==> src/rtl/alu_pkg.sv <==
// Shared ALU op codes, RV32I opcode constants and the decoded ID/EX bundle.
package alu_pkg;

   localparam int XLEN = 32;

   typedef enum logic [3:0] {
      ALU_ADD  = 4'd0,
      ALU_SUB  = 4'd1,
      ALU_SLT  = 4'd2,
      ALU_SLTU = 4'd3,
      ALU_XOR  = 4'd4,
      ALU_OR   = 4'd5,
      ALU_AND  = 4'd6,
      ALU_SLL  = 4'd7,
      ALU_SRL  = 4'd8,
      ALU_SRA  = 4'd9
   } alu_op_e;

   localparam logic [6:0] OPC_OP     = 7'b0110011;
   localparam logic [6:0] OPC_OP_IMM = 7'b0010011;
   localparam logic [6:0] OPC_LUI    = 7'b0110111;
   localparam logic [6:0] OPC_AUIPC  = 7'b0010111;
   localparam logic [6:0] OPC_LOAD   = 7'b0000011;
   localparam logic [6:0] OPC_STORE  = 7'b0100011;
   localparam logic [6:0] OPC_JAL    = 7'b1101111;
   localparam logic [6:0] OPC_JALR   = 7'b1100111;
   localparam logic [6:0] OPC_BRANCH = 7'b1100011;

   localparam logic [6:0] F7_BASE = 7'b0000000;
   localparam logic [6:0] F7_ALT  = 7'b0100000;

   typedef struct packed {
      logic [XLEN-1:0] operand_a;
      logic [XLEN-1:0] operand_b;
      alu_op_e         alu_op;
      logic [XLEN-1:0] rs2_data;
      logic [4:0]      rd_addr;
      logic            rd_wren;
      logic            illegal;
   } dec_bundle_t;

   // alt selects SUB for funct3=000 and SRA for funct3=101.
   function automatic alu_op_e f3_op(input logic [2:0] f3, input logic alt);
      alu_op_e op;
      case (f3)
         3'b000:  op = alt ? ALU_SUB : ALU_ADD;
         3'b001:  op = ALU_SLL;
         3'b010:  op = ALU_SLT;
         3'b011:  op = ALU_SLTU;
         3'b100:  op = ALU_XOR;
         3'b101:  op = alt ? ALU_SRA : ALU_SRL;
         3'b110:  op = ALU_OR;
         default: op = ALU_AND;
      endcase
      return op;
   endfunction

endpackage

==> src/rtl/alu_op_decode.sv <==
// RV32I instruction to ALU op / operand selection decode.
// Latency: combinational, zero cycles.
// Backpressure: none; the caller registers the bundle under its own handshake.
module alu_op_decode
   import alu_pkg::*;
(
   input  logic [31:0]     i_instr,
   input  logic [XLEN-1:0] i_pc,
   input  logic [XLEN-1:0] i_rs1_data,
   input  logic [XLEN-1:0] i_rs2_data,
   output dec_bundle_t     o_dec
);

   logic [6:0]      opcode;
   logic [4:0]      rd;
   logic [2:0]      f3;
   logic [6:0]      f7;
   logic [XLEN-1:0] imm_i;
   logic [XLEN-1:0] imm_s;
   logic [XLEN-1:0] imm_u;
   logic [XLEN-1:0] shamt;

   assign opcode = i_instr[6:0];
   assign rd     = i_instr[11:7];
   assign f3     = i_instr[14:12];
   assign f7     = i_instr[31:25];
   assign imm_i  = {{20{i_instr[31]}}, i_instr[31:20]};
   assign imm_s  = {{20{i_instr[31]}}, i_instr[31:25], i_instr[11:7]};
   assign imm_u  = {i_instr[31:12], 12'b0};
   assign shamt  = {27'b0, i_instr[24:20]};

   logic [XLEN-1:0] op_a;
   logic [XLEN-1:0] op_b;
   alu_op_e         op;
   logic            wren;
   logic            ill;

   always_comb begin
      op_a = '0;
      op_b = '0;
      op   = ALU_ADD;
      wren = 1'b1;
      ill  = 1'b0;
      case (opcode)
         OPC_OP: begin
            op_a = i_rs1_data;
            op_b = i_rs2_data;
            op   = f3_op(f3, f7[5]);
            // funct7=0100000 only names SUB and SRA.
            if (!(f7 == F7_BASE || (f7 == F7_ALT && (f3 == 3'b000 || f3 == 3'b101))))
               ill = 1'b1;
         end
         OPC_OP_IMM: begin
            op_a = i_rs1_data;
            op_b = imm_i;
            op   = f3_op(f3, 1'b0);
            if (f3 == 3'b001) begin
               op_b = shamt;
               if (f7 != F7_BASE) ill = 1'b1;
            end else if (f3 == 3'b101) begin
               op_b = shamt;
               op   = f3_op(f3, f7 == F7_ALT);
               if (f7 != F7_BASE && f7 != F7_ALT) ill = 1'b1;
            end
         end
         OPC_LUI: begin
            op_b = imm_u;
         end
         OPC_AUIPC: begin
            op_a = i_pc;
            op_b = imm_u;
         end
         OPC_LOAD: begin
            op_a = i_rs1_data;
            op_b = imm_i;
         end
         OPC_STORE: begin
            op_a = i_rs1_data;
            op_b = imm_s;
            wren = 1'b0;
         end
         OPC_JAL, OPC_JALR: begin
            op_a = i_pc;
            op_b = 32'd4;
         end
         OPC_BRANCH: begin
            op_a = i_rs1_data;
            op_b = i_rs2_data;
            op   = ALU_SUB;
            wren = 1'b0;
         end
         default: ill = 1'b1;
      endcase
      if (ill) begin
         op_a = '0;
         op_b = '0;
         op   = ALU_ADD;
      end
   end

   always_comb begin
      o_dec           = '0;
      o_dec.operand_a = op_a;
      o_dec.operand_b = op_b;
      o_dec.alu_op    = op;
      o_dec.rs2_data  = i_rs2_data;
      o_dec.rd_addr   = rd;
      o_dec.rd_wren   = wren && !ill && (rd != 5'd0);
      o_dec.illegal   = ill;
   end

endmodule

==> src/rtl/alu_issue_stage.sv <==
// ID/EX register: decodes an instruction and holds it for the execute-stage ALU.
// Latency: one cycle from accept to o_valid.
// Backpressure: o_ready drops while a held result is not taken; flush beats accept.
module alu_issue_stage
   import alu_pkg::*;
#(
   parameter int         W        = 32,
   parameter logic [3:0] RESET_OP = 4'b0000
) (
   input  logic         i_clk,
   input  logic         i_rst_n,
   input  logic         i_valid,
   output logic         o_ready,
   input  logic [31:0]  i_instr,
   input  logic [W-1:0] i_pc,
   input  logic [W-1:0] i_rs1_data,
   input  logic [W-1:0] i_rs2_data,
   input  logic         i_flush,
   input  logic         i_ex_ready,
   output logic         o_valid,
   output logic [W-1:0] o_operand_a,
   output logic [W-1:0] o_operand_b,
   output logic [3:0]   o_alu_op,
   output logic [W-1:0] o_rs2_data,
   output logic [4:0]   o_rd_addr,
   output logic         o_rd_wren,
   output logic         o_illegal
);

   // The bundle is sized by alu_pkg::XLEN; W is expected to match it.
   dec_bundle_t dec;
   dec_bundle_t held;
   logic        vld;
   logic        accept;

   alu_op_decode u_decode (
      .i_instr    (i_instr),
      .i_pc       (i_pc),
      .i_rs1_data (i_rs1_data),
      .i_rs2_data (i_rs2_data),
      .o_dec      (dec)
   );

   assign o_ready = !vld || i_ex_ready;
   assign accept  = i_valid && o_ready;

   always_ff @(posedge i_clk or negedge i_rst_n) begin
      if (!i_rst_n) begin
         vld         <= 1'b0;
         held        <= '0;
         held.alu_op <= alu_op_e'(RESET_OP);
      end else if (i_flush) begin
         vld <= 1'b0;
      end else if (accept) begin
         vld  <= 1'b1;
         held <= dec;
      end else if (i_ex_ready) begin
         vld <= 1'b0;
      end
   end

   assign o_valid     = vld;
   assign o_operand_a = held.operand_a;
   assign o_operand_b = held.operand_b;
   assign o_alu_op    = held.alu_op;
   assign o_rs2_data  = held.rs2_data;
   assign o_rd_addr   = held.rd_addr;
   assign o_rd_wren   = held.rd_wren;
   assign o_illegal   = held.illegal;

endmodule

==> config.mk <==
export PLATFORM = sky130hd
export DESIGN_NAME = alu_issue_stage
export DESIGN_NICKNAME = d
export VERILOG_FILES = /design/src/rtl/alu_pkg.sv /design/src/rtl/alu_op_decode.sv /design/src/rtl/alu_issue_stage.sv
export SDC_FILE = /design/constraint.sdc
export NUM_CORES = 1
export LEC_CHECK = 0
export ABC_AREA = 1
export BUFFER_PORTS_ARGS = -buffer_cell sky130_fd_sc_hd__clkbuf_2
export CELL_PAD_IN_SITES_DETAIL_PLACEMENT = 0
export CELL_PAD_IN_SITES_GLOBAL_PLACEMENT = 1
export CORE_ASPECT_RATIO = 1.1
export CORE_UTILIZATION = 32
export CTS_CLUSTER_DIAMETER = 150
export DETAILED_ROUTE_END_ITERATION = 8
export PLACE_DENSITY_LB_ADDON = 0.2
export RECOVER_POWER = 100
export SLEW_MARGIN = 0
export SYNTH_ARGS = -nofsm -noshare
export SYNTH_HDL_FRONTEND = slang
export SYNTH_SLANG_ARGS = --single-unit
==> constraint.sdc <==
create_clock -name i_clk -period 1.9 [get_ports i_clk]
set_input_delay 0.19 -clock i_clk [delete_from_list [all_inputs] [get_ports i_clk]]
set_output_delay 0.19 -clock i_clk [all_outputs]
set_load 0.02 [all_outputs]
# Yosys cells after proc, flatten, opt, wreduce, memory -nomap -nowiden

Index checks and enable logic that the tools add are counted.

Logic and storage cells: 74
Bits in read-only memories: 0
Bits of input ports: 133
RAM bits: 0
Bits in latches: 0
Flip-flop bits (word level): 108
Memories kept: 0
Output and inout bits: 109

Add/subtract/negate cells: 0
Bitwise operators: 1
Order comparisons: 0
Shifts and indexed selects: 0
Divide/modulo/power cells: 0
Muxes and demuxes: 25
Reductions and logical operators: 23
Eq/ne operators: 17
Multiply operators: 0

Operators by type and width:

| operator           | count |
|---|---|
| $pmux 32 s6        | 1 |
| $mux 32            | 4 |
| $pmux 32 s2        | 1 |
| $eq 7x6->1 const B | 4 |
| $pmux 4 s7         | 1 |
| $eq 7x7->1 const B | 3 |
| $pmux 3 s6         | 1 |
| $eq 7x5->1 const B | 2 |
| $mux 1             | 12 |
| $mux 4             | 3 |
| $pmux 4 s3         | 1 |
| $eq 3x3->1 const B | 3 |
| $reduce_or 2->1    | 4 |
| $eq 7x2->1 const B | 1 |
| $logic_not 7->1    | 1 |
| $ne 7x6->1 const B | 1 |
| $reduce_bool 7->1  | 1 |
| $reduce_or 7->1    | 1 |
| $eq 3x2->1 const B | 2 |
| $logic_and 1x1->1  | 5 |
| $reduce_bool 5->1  | 1 |
| $reduce_or 5->1    | 1 |
| $eq 3x1->1 const B | 1 |
| $logic_not 3->1    | 1 |
| other kinds (7)    | 10 |

# Longest topological paths before layout

Gate-level depths: netlist of the first run.

Word-level depth: 9
Depth in mapped cells: 12
Mapped depth without buffers: 10

# Hierarchy

Synthesis of the first run repeated with hierarchy kept, for this count alone.

Cell total of the unflattened synthesis: 959
Area total of the unflattened synthesis: 6,366.1 µm²

Modules (own cells, without submodules):

| module          | instances | area each (µm²) | seq. area each (µm²) | cells an instance |
|---|---|---|---|---|
| alu_issue_stage | 1         | 4,237.8         | 2,702.6              | 469 |
| alu_op_decode   | 1         | 2,128.3         | 0.0                  | 490 |

# Least setup slack after synthesis of the first run

No wires, ideal clock.

Path type: flip-flop to flip-flop
Start: reg vld, in the netlist o_valid
End: reg held (netlist bit o_operand_a[0])
Required time: 1.782 ns
Library setup time: 0.118 ns
Stages on the path, launching flop included: 9
Arrival time: 1.457 ns
Path slack: 0.325 ns
Buffers on the path: 2
Clock period less this slack: 1.575 ns
Cells stage by stage: dfrtp_1 > inv_1 > nor2_1 > nor3_1 > inv_1 > clkbuf_1 > clkbuf_1 > nand2_1 > nand2_1

Word-level cells in the longest chain between the ends: 4

Ends and longest elaborated chain:

| what                              | line                  | RTL |
|---|---|---|
| from (decl)                       | alu_issue_stage.sv:33 | `logic vld;` |
| from (signal assigned)            | alu_issue_stage.sv:49 | `vld <= 1'b0;` |
| from (signal assigned)            | alu_issue_stage.sv:53 | `vld <= 1'b0;` |
| from (signal assigned)            | alu_issue_stage.sv:55 | `vld <= 1'b1;` |
| $logic_not 1->1                   | alu_issue_stage.sv:44 | `assign o_ready = !vld \|\| i_ex_ready;` |
| $logic_or 1x1->1                  | alu_issue_stage.sv:44 |  |
| $logic_and 1x1->1                 | alu_issue_stage.sv:45 | `assign accept = i_valid && o_ready;` |
| $reduce_and 2->1 (no source line) | n/a                   |  |
| to (decl)                         | alu_issue_stage.sv:32 | `dec_bundle_t held;` |

No other way between the ends.
A chain may end at the register's enable or synchronous reset.

# Final worst setup path of the first run

Start: reg vld, in the netlist o_valid
End: reg held (netlist bit o_rd_wren)

The elaborated chain is that of the path after synthesis.

==> flow_summary.yaml, run 1 <==
finish:
  fill_cells: 1827
  antenna_cells: 0
  regArea_um2: 2700
  fin_cells: 1210
  drive_gt1_share_pct: 16.9
  nets: 1135
  layout_commonest_cell: "nand2_1"
  area_growth_pct: 29.3
  final_cell_mix: "416 x nand2_1, 133 x clkbuf_2, 110 x clkbuf_1"
  fin_area_um2: 7030
  multiInputGateArea_um2: 2390
floorplanning:
  start_util_pct: 32.9
  floorplan.die.width_um: 126
  core_area_um2: 16500
  io_pins: 242
  die_y_um: 139
  rows: 49
  dieArea_um2: 17500
detailed_routing:
  ant_nets: 0
  drt-initial-drc-count: 304
  drt-vias-per-instance: 4.51
  wirelength_um: 17100
  drc: 0
  wl_per_cell_um: 14.1
  vias: 5455
  dr.pass1.iters: 5
power_and_ir_drop:
  power.share.combinational_pct: 16.2
  internal-power_mw: 3.60
  finalPower_mw: 5.08
  switching_share_pct: 29.1
  clock_power_share_pct: 34.7
  switchingPower_mw: 1.48
  p_leak_nw: 4.12
  peakVddDrop_uv: 404
  p_per_area_nw_per_um2: 723
  seq_power_share_pct: 49.1
place:
  place_congestion: 0.784
  detailed_place_hpwl_um: 12300
  placed_cells: 1194
  placed_cell_area_um2: 6910
  portBuffers: 241
worst_setup_path:
  critPathCaptureType: "register"
  slowest_delay_ns: 0.38
  critical-path-top-delay-family: "buffers and inverters"
  crit_fanout: 36
  path_buf_inv: 3
  start_kind: "register"
  arrival_ns: 1.87
  crit_path_frequent_cell: "nand2_1"
  slowest_stage: "dfrtp_1"
  required_ns: 2.13
  crit_chain: "inv_1, nor2_1, nor3_2, clkinv_2, buf_6, nand2_1, nand2_1"
  critPathKind: "register to register"
sta:
  tightestPinTransition_ns: 1.01
  fmax_ghz: 0.612
  relSlewSlack_pct: 32.7
  slew_violations: 0
  grt_setup_unrepaired: "no"
  setup_viol: 0
  setup_tns_ns: 0
  finClkSkew_ns: 0.00571
  period_share_pct: 86.0
  hold_viol_final: 0
  hold_ws_ns: 0.0224
  finalCriticalPeriod_ns: 1.63
clock_network:
  clock_sink_count: 108
  cts_max_path_buffers: 2
  cts_root_buf: "clkbuf_16"
  ctsHtreeMaxLevel: 3
  clkSlewWorstSetupHoldPaths_ns: 0.07
  cts_tree: "done"
  cts_buffers: 9
  cts_resized: 0
  clk_latency_ns: 0.35
flow_run:
  drv_cap: 0
grt:
  grt_pass1_vias: 5333
  track_usage_pct: 20.2
  grt_start_max_net_pins: 104
  grt-ovfl-total: 0
  antenna_found_initial: 0
  grt_pass1_wl_um: 28000
synthesis:
  syn_inst: 776
  yosysSeqAreaShare_pct: 49.7
  yosysWarnings: 0
  syn_area_um2: 5430
  avgSynthCellArea_um2: 7.00
  syn-num-nets: 909
  synth_cell_types: 16
  yosys_register_bits: 108
status:
  outcome: "complete, no violations"
worst_hold_path:
  hold_class: "input port to register"
==> state kept, by name (all words and copies together), names as in the netlist <==
register and cells:
o_operand_a 32, o_operand_b 32, o_rs2_data 32, o_rd_addr 5
o_alu_op 4, o_illegal 1, o_rd_wren 1, o_valid 1
==> worst reg2reg max path: stages (launching register included) <==
cell,delay (ns)
dfrtp_1,0.38
inv_1,0.05
nor2_1,0.05
nor3_2,0.25
clkinv_2,0.32
buf_6,0.30
nand2_1,0.11
nand2_1,0.06
==> metrics by stage <==
step	utilization, %	setup slack, ns
global route	42.6	0.110
detailed placement	41.9	0.180
floorplan	-	0.325
global placement	41.9	0.189
finish	42.6	0.265
CTS	43.6	0.222
==> Yosys cell counts <==
library cell	n	area [um2]
nand2_1	416	1560
dfrtp_1	108	2700
nand3_1	87	435
nor2_1	46	173
inv_1	35	131
a21oi_1	23	115
buf_2	22	110
clkbuf_1	17	63.8
o21ai_0	7	35.0
buf_4	5	37.5
o211ai_1	3	22.5
inv_2	2	7.51
nand4_1	2	12.5
nor2_4	1	11.3
nor3_1	1	5.00
o21ai_2	1	8.76
==> routing by layer <==
layer | global-route usage, % | share of wire, %
met2 | 31.4 | 45
met4 | 5.90 | 0.99
met3 | 4.13 | 6.1
met1 | 28.2 | 48
met5 | 0 | 0
==> final cells by class <==
class | count | share of cell area (%)
flip-flops and latches | 108 | 38.5
well taps | 204 | 3.63
multi-input cells | 587 | 34.0
repair buffers | 259 | 18.1
clock buffers | 11 | 3.45
clock inverters | 4 | 0.374
inverters | 37 | 1.99
==> final timing paths <==
| kind | startpoint | to | slack [ns] | cells past startpoint |
|---|---|---|---|---|
| max | o_valid | o_rd_wren | 0.27 | 7 |
| min | i_flush | o_valid | 0.02 | 2 |
| max reg2reg | o_valid | o_rd_wren | 0.27 | 7 |
| min reg2reg | o_rs2_data[9] | o_rs2_data[9] | 0.47 | 2 |
| max in group asynchronous | i_rst_n | o_alu_op[0] | 0.57 | 3 |
| min in group asynchronous | i_rst_n | o_rs2_data[10] | 0.68 | 3 |
==> kinds of logic after synthesis <==
logic type / after synthesis / share of synthesized area (%)
buffers and inverters: 81 / 6.45
AO/OA/AOI/OAI: 34 / 3.34
flip-flops: 108 / 49.7
AND/OR/NAND/NOR: 553 / 40.5
==> power groups by stage <==
stage | clock network, mW | registers, mW | logic, mW
6_report | 1.76 | 2.49 | 0.822
5_1_grt | 1.92 | 2.51 | 0.913
4_1_cts | 1.83 | 2.50 | 0.876
3_5_place_dp | 0 | 2.54 | 0.873
3_3_place_gp | 0 | 2.54 | 0.870
2_1_floorplan | 0 | 2.69 | 0.264
==> timing repair <==
action | 4_1_cts | 5_1_grt
hold buffers | 1 | 0
endpoints found under the hold margin | 108 | 0
buffers inserted | 0 | 0
No activity file was read; power rests on OpenSTA's default activity.
==> inputs of run 2 (changes only) <==
--- a/config.mk
+++ b/config.mk
@@ -10,12 +10,14 @@
 export CELL_PAD_IN_SITES_DETAIL_PLACEMENT = 0
 export CELL_PAD_IN_SITES_GLOBAL_PLACEMENT = 1
 export CORE_ASPECT_RATIO = 1.1
-export CORE_UTILIZATION = 32
+export CORE_UTILIZATION = 34
 export CTS_CLUSTER_DIAMETER = 150
 export DETAILED_ROUTE_END_ITERATION = 8
+export MAX_ROUTING_LAYER = met4
 export PLACE_DENSITY_LB_ADDON = 0.2
 export RECOVER_POWER = 100
 export SLEW_MARGIN = 0
 export SYNTH_ARGS = -nofsm -noshare
 export SYNTH_HDL_FRONTEND = slang
+export SYNTH_HIERARCHICAL = 1
 export SYNTH_SLANG_ARGS = --single-unit
==> run 2 against run 1 <==
Worst setup slack worse by 0.094 ns. First-iteration DRC count up 14%. Sequential power about the same. Highest routed layer unchanged.
==> flow_summary.yaml, run 2 <==
place:
  detailed_place_hpwl_um: 13800
  portBuffers: 241
  place_congestion: 0.871
  dp_slack_ns: 0.181
sta:
  period_share_pct: 91.0
  slew_violations: 0
  tightestPinTransition_ns: 1.04
  setup_tns_ns: 0
  hold_viol_final: 0
  setup_viol: 0
  fmax_ghz: 0.578
  finalCriticalPeriod_ns: 1.73
  grt_setup_unrepaired: "no"
  finClkSkew_ns: 0.00590
  setup_ws_ns: 0.171
  relSlewSlack_pct: 30.8
  hold_ws_ns: 0.0347
synthesis:
  ys_top_cells_by_area: "dfrtp_1 42%, nand2_1 25%, nand3_1 9.7%, nor2_1 7.0%, buf_4 6.5%"
  syn-num-nets: 1092
  synth_top_area_share_pct: 42.5
  ys.flop_type: "dfrtp_1"
  syn_area_um2: 6370
  synth_cell_types: 22
  yosysSeqAreaShare_pct: 42.5
  synth_common_cells: "429 x nand2_1, 123 x nand3_1, 118 x nor2_1, 108 x dfrtp_1, 60 x inv_1"
  syn_inst: 959
  synthArstFlopShare_pct: 100
  synth_top_cell_by_area: "dfrtp_1"
  avgSynthCellArea_um2: 6.64
  yosysMostFrequentCell: "nand2_1"
  synth_edf_count: 0
  yosys_register_bits: 108
  yosysWarnings: 6
worst_setup_path:
  r2r_end: "o_operand_b[6]"
  critPathKind: "register to output pin"
  ff2ff_setup_slack_ns: 0.31
  slowest_delay_ns: 0.41
  crit_fanout: 109
  endpoint: "o_ready"
  crit_start: "o_valid"
  critical-path-top-delay-family: "buffers and inverters"
  cp.depth: 3
  slowest_stage: "dfrtp_1"
  required_ns: 1.71
  critPathCaptureType: "output pin"
  arrival_ns: 1.54
  path_buf_inv: 2
  reg2reg_depth: 5
  start_kind: "register"
  reg2reg_from: "o_valid"
  crit_chain: "nand2_4, buf_12, clkbuf_2"
detailed_routing:
  dr.pass1.iters: 6
  drt-initial-drc-count: 348
  drt-vias-per-instance: 4.55
  drc: 0
  dr.max_layer_used: "met4"
  wl_met3_um: 1040
  vias: 6303
  wl_per_cell_um: 14.6
  wl_met2_um: 9620
  ant_nets: 0
  met1_length_um: 9260
  wirelength_um: 20200
grt:
  grt-ovfl-total: 0
  grt_pass1_vias: 5829
  grt_start_max_net_pins: 110
  track_usage_pct: 21.7
  antenna_found_initial: 0
  grt_pass1_wl_um: 31800
clock_network:
  cts_max_path_buffers: 2
  clkSlewWorstSetupHoldPaths_ns: 0.07
  clk_latency_ns: 0.36
  cts_resized: 0
  cts_buffers: 9
  cts_root_buf: "clkbuf_16"
  clock_sink_count: 108
  ctsHtreeMaxLevel: 3
  cts_tree: "done"
finish:
  area_growth_pct: 21.5
  final_cell_mix: "428 x nand2_1, 134 x clkbuf_2, 124 x nand3_1"
  nets: 1271
  antenna_cells: 0
  layout_commonest_cell: "nand2_1"
  drive_gt1_share_pct: 16.2
worst_hold_path:
  hold_class: "input port to register"
power_and_ir_drop:
  p_leak_nw: 4.22
  p_per_area_nw_per_um2: 723
  peakVddDrop_uv: 402
floorplanning:
  dieArea_um2: 19300
  die_y_um: 146
  core_area_um2: 18300
  floorplan.die.width_um: 132
  io_pins: 242
  rows: 52
  start_util_pct: 34.7
flow_run:
  drv_cap: 0
status:
  outcome: "complete, no violations"
==> run 2: timing repair <==
action | CTS | global route
hold buffers | 1 | 0
hold endpoints to repair | 108 | 0
setup buffers | 0 | 0
==> run 2: cells by family after synthesis <==
group / share of synthesized area, %
compound gates: 1.02
buf+inv: 13.2
flops: 42.5
simple gates: 43.4
==> run 2: per-stage QoR <==
stage | cell area [um2] | instances | power, mW | util, %
3_5_place_dp | 7580 | 1369 | 3.48 | 41.3
2_1_floorplan | 6370 | 959 | 3.05 | -
6_report | 7730 | 1386 | 5.59 | 42.1
5_1_grt | 7730 | 1386 | 5.87 | 42.1
4_1_cts | 7940 | 1386 | 5.74 | 43.3
3_3_place_gp | 7580 | 1369 | 3.47 | 41.3
==> run 2: layer usage <==
layer,vias to the layer above,GRT usage [%]
met2,200,35.1
met1,2846,28.3
met5,-,-
met3,14,2.75
met4,0,6.78
li1,3243,-
==> run 2: power breakdown <==
part | internal, mW | total (mW) | switching [mW]
Combinational | 0.265 | 0.880 | 0.614
Sequential | 2.42 | 2.49 | 0.0669
Clock | 1.33 | 2.22 | 0.893
==> run 2: worst min path at each step <==
| stage | slack, ns | end | cells after the start | from |
|---|---|---|---|---|
| floorplan | -0.11 | o_alu_op[0] | 0 | i_rst_n |
| global route | 0.03 | o_valid | 2 | i_flush |
| finish | 0.03 | o_valid | 2 | i_flush |
| detailed placement | 0.32 | o_operand_a[28] | 2 | i_rst_n |
| CTS | 0.02 | o_valid | 2 | i_flush |
| global placement | 0.33 | o_operand_a[28] | 2 | i_rst_n |
==> run 2: area by class of cell <==
| class | count | area, um2 |
|---|---|---|
| clock buffers | 10 | 239 |
| clock inverters | 6 | 109 |
| fillers | 2099 | 10600 |
| inverters | 65 | 244 |
| multi-input cells | 693 | 2830 |
| flip-flops and latches | 108 | 2700 |
| well taps | 243 | 304 |
| repair buffers | 261 | 1300 |
